## src/rtl/alu_seq_ctrl.sv

```systemverilog
// alu_seq_ctrl: sequences single ops and shift-add multiplies through an external Hack ALU
module alu_seq_ctrl #(
   parameter int         WIDTH    = 16,
   parameter logic [5:0] OP_ADD   = 6'b000010,
   parameter logic [5:0] OP_PASSX = 6'b001100,
   parameter logic [5:0] OP_ZERO  = 6'b101010
) (
   input  logic             clk,
   input  logic             rst,
   input  logic             req_valid,
   output logic             req_ready,
   input  logic             req_cmd,
   input  logic [WIDTH-1:0] req_a,
   input  logic [WIDTH-1:0] req_b,
   input  logic [5:0]       req_opr,
   output logic             rsp_valid,
   input  logic             rsp_ready,
   output logic [WIDTH-1:0] rsp_data,
   output logic             rsp_zr,
   output logic             rsp_ng,
   output logic             busy,
   output logic [WIDTH-1:0] alu_x,
   output logic [WIDTH-1:0] alu_y,
   output logic [5:0]       alu_opr,
   input  logic [WIDTH-1:0] alu_out,
   input  logic             alu_zr,
   input  logic             alu_ng
);
   localparam logic [2:0] S_IDLE = 3'd0, S_EXEC = 3'd1, S_MUL = 3'd2, S_MFIN = 3'd3, S_DONE = 3'd4;
   logic [2:0]       state_q, state_d;
   logic [WIDTH-1:0] acc_q, acc_d, mc_q, mc_d, mp_q, mp_d, data_q, data_d;
   logic [5:0]       opr_q, opr_d;
   logic             zr_q, zr_d, ng_q, ng_d;
   assign busy      = state_q != S_IDLE;
   assign req_ready = state_q == S_IDLE && !rst;
   assign rsp_valid = state_q == S_DONE;
   assign rsp_data  = data_q;
   assign rsp_zr    = zr_q;
   assign rsp_ng    = ng_q;
   // ALU operand/control drive; mc/mp double as the single-op x/y latches
   always_comb begin
      alu_x   = '0;
      alu_y   = '0;
      alu_opr = OP_ZERO;
      case (state_q)
         S_EXEC: begin
            alu_x   = mc_q;
            alu_y   = mp_q;
            alu_opr = opr_q;
         end
         S_MUL: if (mp_q != '0) begin
            alu_x   = mp_q[0] ? acc_q : mc_q;
            alu_y   = mc_q;
            alu_opr = OP_ADD;
         end
         S_MFIN: begin
            alu_x   = acc_q;
            alu_opr = OP_PASSX;
         end
         default: ;
      endcase
   end
   // Next state: add clears the multiplier lsb, otherwise the multiplicand doubles and the multiplier shifts
   always_comb begin
      state_d = state_q;
      acc_d   = acc_q;
      mc_d    = mc_q;
      mp_d    = mp_q;
      opr_d   = opr_q;
      data_d  = data_q;
      zr_d    = zr_q;
      ng_d    = ng_q;
      case (state_q)
         S_IDLE: if (req_valid && req_ready) begin
            acc_d   = '0;
            mc_d    = req_a;
            mp_d    = req_b;
            opr_d   = req_opr;
            state_d = req_cmd ? S_MUL : S_EXEC;
         end
         S_EXEC, S_MFIN: begin
            data_d  = alu_out;
            zr_d    = alu_zr;
            ng_d    = alu_ng;
            state_d = S_DONE;
         end
         S_MUL: if (mp_q == '0) state_d = S_MFIN;
         else if (mp_q[0]) begin
            acc_d = alu_out;
            mp_d  = {mp_q[WIDTH-1:1], 1'b0};
         end else begin
            mc_d = alu_out;
            mp_d = mp_q >> 1;
         end
         S_DONE: if (rsp_ready) state_d = S_IDLE;
         default: state_d = S_IDLE;
      endcase
   end
   // State and datapath registers; reset aborts any operation in flight
   always_ff @(posedge clk or posedge rst) begin
      if (rst) begin
         state_q <= S_IDLE;
         acc_q   <= '0;
         mc_q    <= '0;
         mp_q    <= '0;
         opr_q   <= '0;
         data_q  <= '0;
         zr_q    <= 1'b0;
         ng_q    <= 1'b0;
      end else begin
         state_q <= state_d;
         acc_q   <= acc_d;
         mc_q    <= mc_d;
         mp_q    <= mp_d;
         opr_q   <= opr_d;
         data_q  <= data_d;
         zr_q    <= zr_d;
         ng_q    <= ng_d;
      end
   end
endmodule

```

## config.mk

```make
export PLATFORM = sky130hd
export DESIGN_NAME = alu_seq_ctrl
export DESIGN_NICKNAME = d
export VERILOG_FILES = /design/src/rtl/alu_seq_ctrl.sv
export SDC_FILE = /design/constraint.sdc
export NUM_CORES = 1
export LEC_CHECK = 0
export CORE_MARGIN = 2
export CORE_UTILIZATION = 30
export CTS_CLUSTER_SIZE = 25
export DETAILED_ROUTE_END_ITERATION = 16
export PLACE_DENSITY = 0.66
export SLEW_MARGIN = 5
export SYNTH_ARGS = -nofsm -noshare
export SYNTH_HDL_FRONTEND = slang
export SYNTH_SLANG_ARGS = --single-unit
```

## constraint.sdc

```tcl
create_clock -name clk -period 3.5 [get_ports clk]
set_clock_uncertainty 0.2 [all_clocks]
set_input_delay 0.525 -clock clk [delete_from_list [all_inputs] [get_ports clk]]
set_output_delay 0.525 -clock clk [all_outputs]
set_load 0.1 [all_outputs]
```

Yosys cells after proc, flatten, opt, wreduce, memory -nomap -nowiden
Index checks and enable logic that the tools add are counted.
- register bits: 75
- bits of input ports: 61
- output and inout port bits: 59
- logic and storage cells: 57
- equal/unequal tests: 10
- muxes and demuxes: 24
- reductions and logical operators: 14
- operators with widths (kind ; count):
    two-way mux 16 bit ; 12
    case mux 16 bit (2 select lines) ; 4
    case mux 16 bit (3 select lines) ; 1
    case mux 6 bit (3 select lines) ; 1
    logical NOT 16 bit ; 1
    nonzero test 16 bit ; 1
    case mux 3 bit (4 select lines) ; 1
    two-way mux 3 bit ; 3
    inequality test 2 bit, second input constant ; 4
    AND reduction 4 bit ; 2
    equality test 3 x 2 -> 1 bit, second input constant ; 2
    two-way mux 6 bit ; 1
    AND reduction 3 bit ; 2
    inequality test 2 x 1 -> 1 bit, second input constant ; 2
    equality test 3 x 1 -> 1 bit, second input constant ; 1
    equality test 3 bit, second input constant ; 1
    logical NOT 3 bit ; 1
    nonzero test 3 bit ; 1
    logical AND 1 bit ; 2
    two-way mux 2 bit ; 1
    AND reduction 2 bit ; 1
    nonzero test 2 bit ; 1
    OR reduction 2 bit ; 1
    logical NOT 1 bit ; 1

Longest topological paths before layout
Gate-level depths: netlist of the first run.
- word-level depth: 5
- gate-level depth with buffers: 7
- gate-level depth less buffers: 4

Least setup slack after synthesis of the first run
No wires, ideal clock.
- kind: register to output
- start point: register state_q[1]
- end point: output rsp_valid
- data arrival time: 2947 ps
- required time: 2775 ps
- path slack: -172 ps
- stages on the path, launching flop included: 4
- cells stage by stage: dfrtp_1 buf_4 clkbuf_1 nor3b_1
- longest elaborated chain between the ends: 1
- ends and longest elaborated chain (item ; RTL line ; RTL):
    start, declared ; 30 ; logic [2:0] state_q, state_d;
    start signal, assigned ; 111 ; state_q <= state_d;
    equality test 3 bit ; 36 ; assign rsp_valid = state_q == S_DONE;
    end, declared ; 16 ; output logic rsp_valid,
Every way passes these cells.

Worst setup path in the final report of the first run
- start point: register state_q[0]
- end point: output alu_x[3]
- longest elaborated chain between the ends: 2
- elaborated cells between the ends (all ways): 4
- classes of those cells: 3 x eq/ne; 1 x mux
- ends and longest elaborated chain (item ; RTL line ; RTL):
    equality test 3 x 2 -> 1 bit / equality test 3 x 1 -> 1 bit (equally long branches) ; 45 ; case (state_q)
    case mux 16 bit (3 select lines) (*) ; 45 ;
    end, declared ; 22 ; output logic [WIDTH-1:0] alu_x,
Mark *: on every way between the ends. The rest lies on a longest branch, timed or not.

==> impl_metrics.tcl, run 1 <==
set metrics [dict create \
    max_slew.worst_pin.slew_ps 975.0 \
    multiInputGateArea_um2 1818 \
    remaining_design_rule_violation_count 0 \
    clock_insertion_delay_worst_skew_ps 330 \
    crit_path_end "alu_x[3]" \
    post_cts_resized 1 \
    critPathMaxFanout 16 \
    yosys.area.top_type_share_pct 48.89 \
    cts_root_buffer "clkbuf_16" \
    ys_top_cells_by_count "75 x dfrtp_1, 49 x a22o_1, 34 x nor2_1" \
    globalRouteOverflowTotal 0 \
    timing.rr.start "mp_q[3]" \
    rrSetupSlack_ps 840 \
    routed_via_density 5.166 \
    final_max_slew_viol_count 0 \
    numPortBuffers 119 \
    drt_first_iter_violations 248 \
    finalCritPeriodShare_pct 92.91 \
    syn_area_per_cell_um2 11.39 \
    ff_latch_area_um2 1877 \
    cp_data_required_time_ps 2770 \
    setup_violation_total_in_the_final_timing_report 0 \
    worst_r2r_path_depth 5 \
    synth_enable_flop_cells 0 \
    part_of_the_yosys_area_used_for_sequential_elements_pct 48.89 \
    antenna_left 0 \
    critPathArrivalTime_ps 2530 \
    fillers 1108 \
    cts_made_buffers 9 \
    crit_path_end_kind "output pin" \
    dp_hpwl_um 8371 \
    floorplan.initialDensity_pct 30.54 \
    totalWireLength_um 11970 \
    antennaDiodeCount 0 \
    synth_top_cell_by_area "dfrtp_1" \
    layout.nets 510 \
    detail_route.wl_per_cell_um 19.16 \
    dieArea_um2 13720 \
    synth-main-ff-cell "dfrtp_1" \
    holdBufCountCts 0 \
    detail_route.first_pass.iterations 4 \
    critical_path.startpoint "state_q[0]" \
    flow.area_growth_from_synthesis_pct 54.50 \
    max_freq_mhz 307.5 \
    gp_congestion 0.8040 \
    yosys.cell_count.top_type "dfrtp_1" \
    critical_path_class "reg -> out" \
    core.rowCount 41 \
    min-delay-path-class "reg -> reg" \
    first_global_vias 3356 \
    fin_hold_ws_ps 299.6 \
    final.min_clock_period_ps 3252 \
    grt_max_degree 47 \
    grt_antenna_before_repair 0 \
    finalSetupTns_ps 0 \
    slew-limit-headroom_pct 34.80 \
    slowest_cell_on_crit_path "or3b_2" \
    r2r_end "mp_q[7]" \
    synth-warning-count 0 \
    syn_nets 398 \
    share_of_async_settable_or_async_resettable_flops_after_synthesis_pct 100.0 \
    worst_setup_path_start_kind "register" \
    postCtsSetupRepairBufs 0 \
    detailroute.via_count 3229 \
    critical_path.max_stage_delay_ps 500 \
    die_x_um 117.1 \
    global_route_wire_length_before_repair_um 18440 \
    cts_max_level 3 \
    fp.coreArea_um2 12570 \
    final_hold_violation_count 0 \
    syn_area_um2 3839 \
    synth_top_cells_by_area "dfrtp_1 49%, a22o_1 11%, a22oi_2 9.8%" \
    numClockSinks 75 \
    synthesis.instances 337 \
    max_capacitance_violation_count 0 \
    layout_cell_share_with_drive_strength_beyond_1_pct 28.70 \
    ys_seq_elements 75 \
    cts.path.max_buffers 2 \
    path_cells "or3b_2 > or2_1 > o21bai_4 > a22o_1 > buf_12" \
    boundaryPins 120 \
    status "complete, no violations" \
    die_h_um 117.1 \
    cts_tree "done" \
    clkSlewWorstSetupHoldPaths_ps 60 \
    netlist-cell-type-count 31 \
    grt_setup_unrepaired "false" \
    global_route.usage.total_pct 17.68 \
]
-- per-stage QoR --
stage          setup slack [ps]  cell area, µm²  utilization, %  instances
6_report                  248.1            5931           47.19        625
5_1_grt                   153.0            5931           47.19        625
4_1_cts                   233.9            5931           47.19        625
3_5_place_dp              324.6            5573           44.34        610
3_3_place_gp              449.2            5573           44.34        610
2_1_floorplan             17.71            3844               -        337
-- cell families after synthesis --
family          Yosys count  synth area share [%]
compound gates          111                 25.75
buf+inv                  37                 4.694
flops                    75                 48.89
simple gates             77                 10.33
mux                      37                 10.33
-- routing by layer --
layer  track usage, %  vias to the layer above  part of all wire [%]
li1                 -                     1482                     -
met1            23.54                     1606                    45
met2            28.29                      121                    47
met3            3.553                       20                   5.7
met4            7.294                        0                   2.2
met5                0                        -                     0
-- state kept, by name, summed over array words and instances (netlist names) --
name	flops
opr_q	6
rsp_data	16
rsp_zr	1
mc_q	16
rsp_ng	1
acc_q	16
mp_q	16
state_q	3
-- worst max-delay path, delay by kind of cell, from the launching register on --
family,cells,cell delay [ps]
buffers and inverters,1,190
AOI/OAI and AO/OA,2,730
and+or+nand+nor,2,800
DFF,1,460
-- cells in the final DEF, fill, tap and decap left out, types with 2 or more instances in the layout --
| cell | synthesis | final |
|---|---|---|
| bufinv_16 | 0 | 3 |
| clkdlybuf4s50_1 | 0 | 77 |
| inv_1 | 6 | 5 |
| nor4_1 | 4 | 4 |
| o21ai_0 | 7 | 6 |
| nand2b_1 | 2 | 2 |
| a22oi_2 | 30 | 30 |
| clkbuf_16 | 0 | 9 |
| a22o_1 | 49 | 49 |
| nor3b_1 | 14 | 13 |
| nand2_1 | 7 | 7 |
| nor2_1 | 34 | 33 |
| dfrtp_1 | 75 | 75 |
| a21o_1 | 3 | 3 |
| mux2_2 | 21 | 21 |
| buf_12 | 0 | 37 |
| a21oi_1 | 17 | 17 |
| nor2b_1 | 3 | 2 |
| buf_4 | 1 | 18 |
| clkbuf_8 | 0 | 2 |
| mux2i_1 | 16 | 16 |
| and2_1 | 2 | 2 |
| nor3_1 | 4 | 4 |
-- area by class of cell --
cell class	instances	share of cell area [%]
Inverter	6	0.4008
Timing Repair Buffer	132	27.76
Multi-Input combinational cell	225	30.65
Clock buffer	11	4.262
Tap cell	172	3.629
Sequential cell	75	31.65
Clock inverter	4	1.646
-- worst min path at each step --
stage	start	endpoint	slack (ps)	depth (start not counted)
2_1_floorplan	acc_q[0]	acc_q[0]	270	1
3_3_place_gp	opr_q[4]	opr_q[4]	280	1
3_5_place_dp	opr_q[4]	opr_q[4]	290	1
4_1_cts	acc_q[5]	acc_q[5]	300	1
5_1_grt	acc_q[6]	acc_q[6]	320	1
6_report	acc_q[5]	acc_q[5]	300	1
Power of run 1 is left out: the tool's default activity adds up to more than one toggle a clock period on the data nets, which glitch-free logic cannot reach.
==> inputs of run 2 (changes only) <==
- CORE_UTILIZATION: 30 -> 47
- PLACE_DENSITY: 0.66 -> 0.91
- SKIP_CTS_REPAIR_TIMING: unset -> 1
==> impl_metrics.tcl, run 2 (synthesis results as in run 1) <==
set metrics [dict create \
    max_capacitance_violation_count 0 \
    boundaryPins 120 \
    grt_antenna_before_repair 0 \
    final.min_clock_period_ps 3256 \
    cts_made_buffers 9 \
    layout_cell_share_with_drive_strength_beyond_1_pct 29.01 \
    flow.area_growth_from_synthesis_pct 48.50 \
    detail_route.wl_per_cell_um 20.89 \
    fin_util_pct 73.01 \
    antenna_left 0 \
    detail_route.first_pass.iterations 4 \
    fp.coreArea_um2 7807 \
    cts.path.max_buffers 2 \
    globalRouteOverflowTotal 0 \
    cts_root_buffer "clkbuf_8" \
    grt_max_degree 61 \
    core.rowCount 32 \
    status "complete, no violations" \
    max_freq_mhz 307.1 \
    dominant_delay_contributor_by_cell_family_on_the_critical_path "buffers and inverters" \
    fillers 568 \
    cts_max_level 3 \
    crit_path_end_kind "output pin" \
    die_h_um 94.38 \
    die_x_um 94.38 \
    max_slew.worst_pin.slew_ps 1029 \
    path_common_cell "buf_4" \
    gp_congestion 0.9276 \
    final_max_slew_viol_count 0 \
    cp_data_required_time_ps 2770 \
    setup_violation_total_in_the_final_timing_report 0 \
    global_route_wire_length_before_repair_um 18220 \
    totalWireLength_um 11640 \
    global_route.usage.total_pct 26.96 \
    detailroute.via_count 3366 \
    drt_first_iter_violations 193 \
    first_global_vias 3474 \
    worst_setup_path_start_kind "register" \
    remaining_design_rule_violation_count 0 \
    grt_setup_unrepaired "false" \
    numClockSinks 75 \
    numPortBuffers 119 \
    antennaDiodeCount 0 \
    finalSetupTns_ps 0 \
    path_cells "nor2b_2 > buf_4 > nor2b_1 > buf_4 > o21bai_2 > buf_4 > a22o_1 > buf_12" \
    floorplan.initialDensity_pct 49.17 \
    critPathMaxFanout 20 \
    finalCritPeriodShare_pct 93.03 \
    slowest_cell_on_crit_path "dfrtp_1" \
    clkSlewWorstSetupHoldPaths_ps 80 \
    buffering_stage_count_on_the_worst_path_with_inverters_included 4 \
    mostFrequentLayoutCell "clkdlybuf4s50_1" \
    dieArea_um2 8907 \
    critical_path.max_stage_delay_ps 480 \
    cts_tree "done" \
    layout.nets 511 \
    dp_hpwl_um 8137 \
    min-delay-path-class "reg -> reg" \
    clock_insertion_delay_worst_skew_ps 350 \
    final_hold_violation_count 0 \
    critPathArrivalTime_ps 2530 \
    mostFrequentLayoutCells "77 x clkdlybuf4s50_1, 75 x dfrtp_1, 49 x a22o_1" \
    routed_via_density 6.043 \
    critical_path_class "reg -> out" \
    slew-limit-headroom_pct 31.33 \
]
-- run 2: changes by cell type in the layout (fill, tap and decap cells not counted) --
cell / before / now
buf_4: 18 / 21
clkinv_4: 0 / 1
clkbuf_8: 2 / 10
o21bai_4: 1 / 0
inv_6: 0 / 3
clkbuf_16: 9 / 0
o21bai_2: 0 / 1
clkinvlp_4: 1 / 0
buf_12: 37 / 35
bufinv_16: 3 / 2
-- run 2: worst register-to-register path: stages, from the launching register on --
cell     delay (ps)
dfrtp_1         470
or3b_2          550
or2_1           290
or2_2           640
a32o_1          360
-- run 2: worst paths after layout --
| path | startpoint | slack [ps] | to | cells past startpoint |
|---|---|---|---|---|
| worst max-delay path | state_q[0] | 240 | alu_x[0] | 8 |
| worst min-delay path | acc_q[3] | 310 | acc_q[3] | 1 |
| worst max register to register | state_q[0] | 890 | mp_q[15] | 4 |
| worst min register to register | acc_q[3] | 310 | acc_q[3] | 1 |
| max in group asynchronous | rst | 1800 | mc_q[4] | 3 |
| min in group asynchronous | rst | 600 | mc_q[14] | 2 |
-- run 2: final cells by class --
class	instances	area, µm²	share of cell area, %
inverter	6	23.77	0.4170
clock inverter	6	95.09	1.668
tap	102	127.6	2.239
sequential	75	1877	32.92
timing repair buffer	133	1629	28.58
multi-input combinational	225	1810	31.76
clock buffer	10	137.6	2.414
-- run 2: layer usage --
metal / vias up / GRT usage, % / routed length (µm)
li1: 1477 / - / -
met1: 1720 / 34.77 / 4839
met3: 28 / 4.310 / 693
met5: - / 0 / 0
met4: 0 / 11.59 / 323
met2: 141 / 45.30 / 5782
-- run 2: metrics by stage --
stage                     hold WS [ps]  worst slack, ps  std cells  cell area [µm²]
final                            307.9            244.0        557             5700
after global routing             333.3            131.2        557             5700
after CTS                        311.7            256.3        557             5700
after detailed placement         286.8            651.4        541             5468
after global placement           283.4            784.5        541             5468
after floorplan                  266.2            17.71        337             3844
Power of run 2 is left out for the same reason.
==> inputs of run 3 (changes only) <==
- ABC_CLOCK_PERIOD_IN_PS: unset -> 3500
==> results of run 3 <==
Same layout as run 2: the final DEF is identical, and so are final timing and power.
Power of run 3 is left out for the same reason.
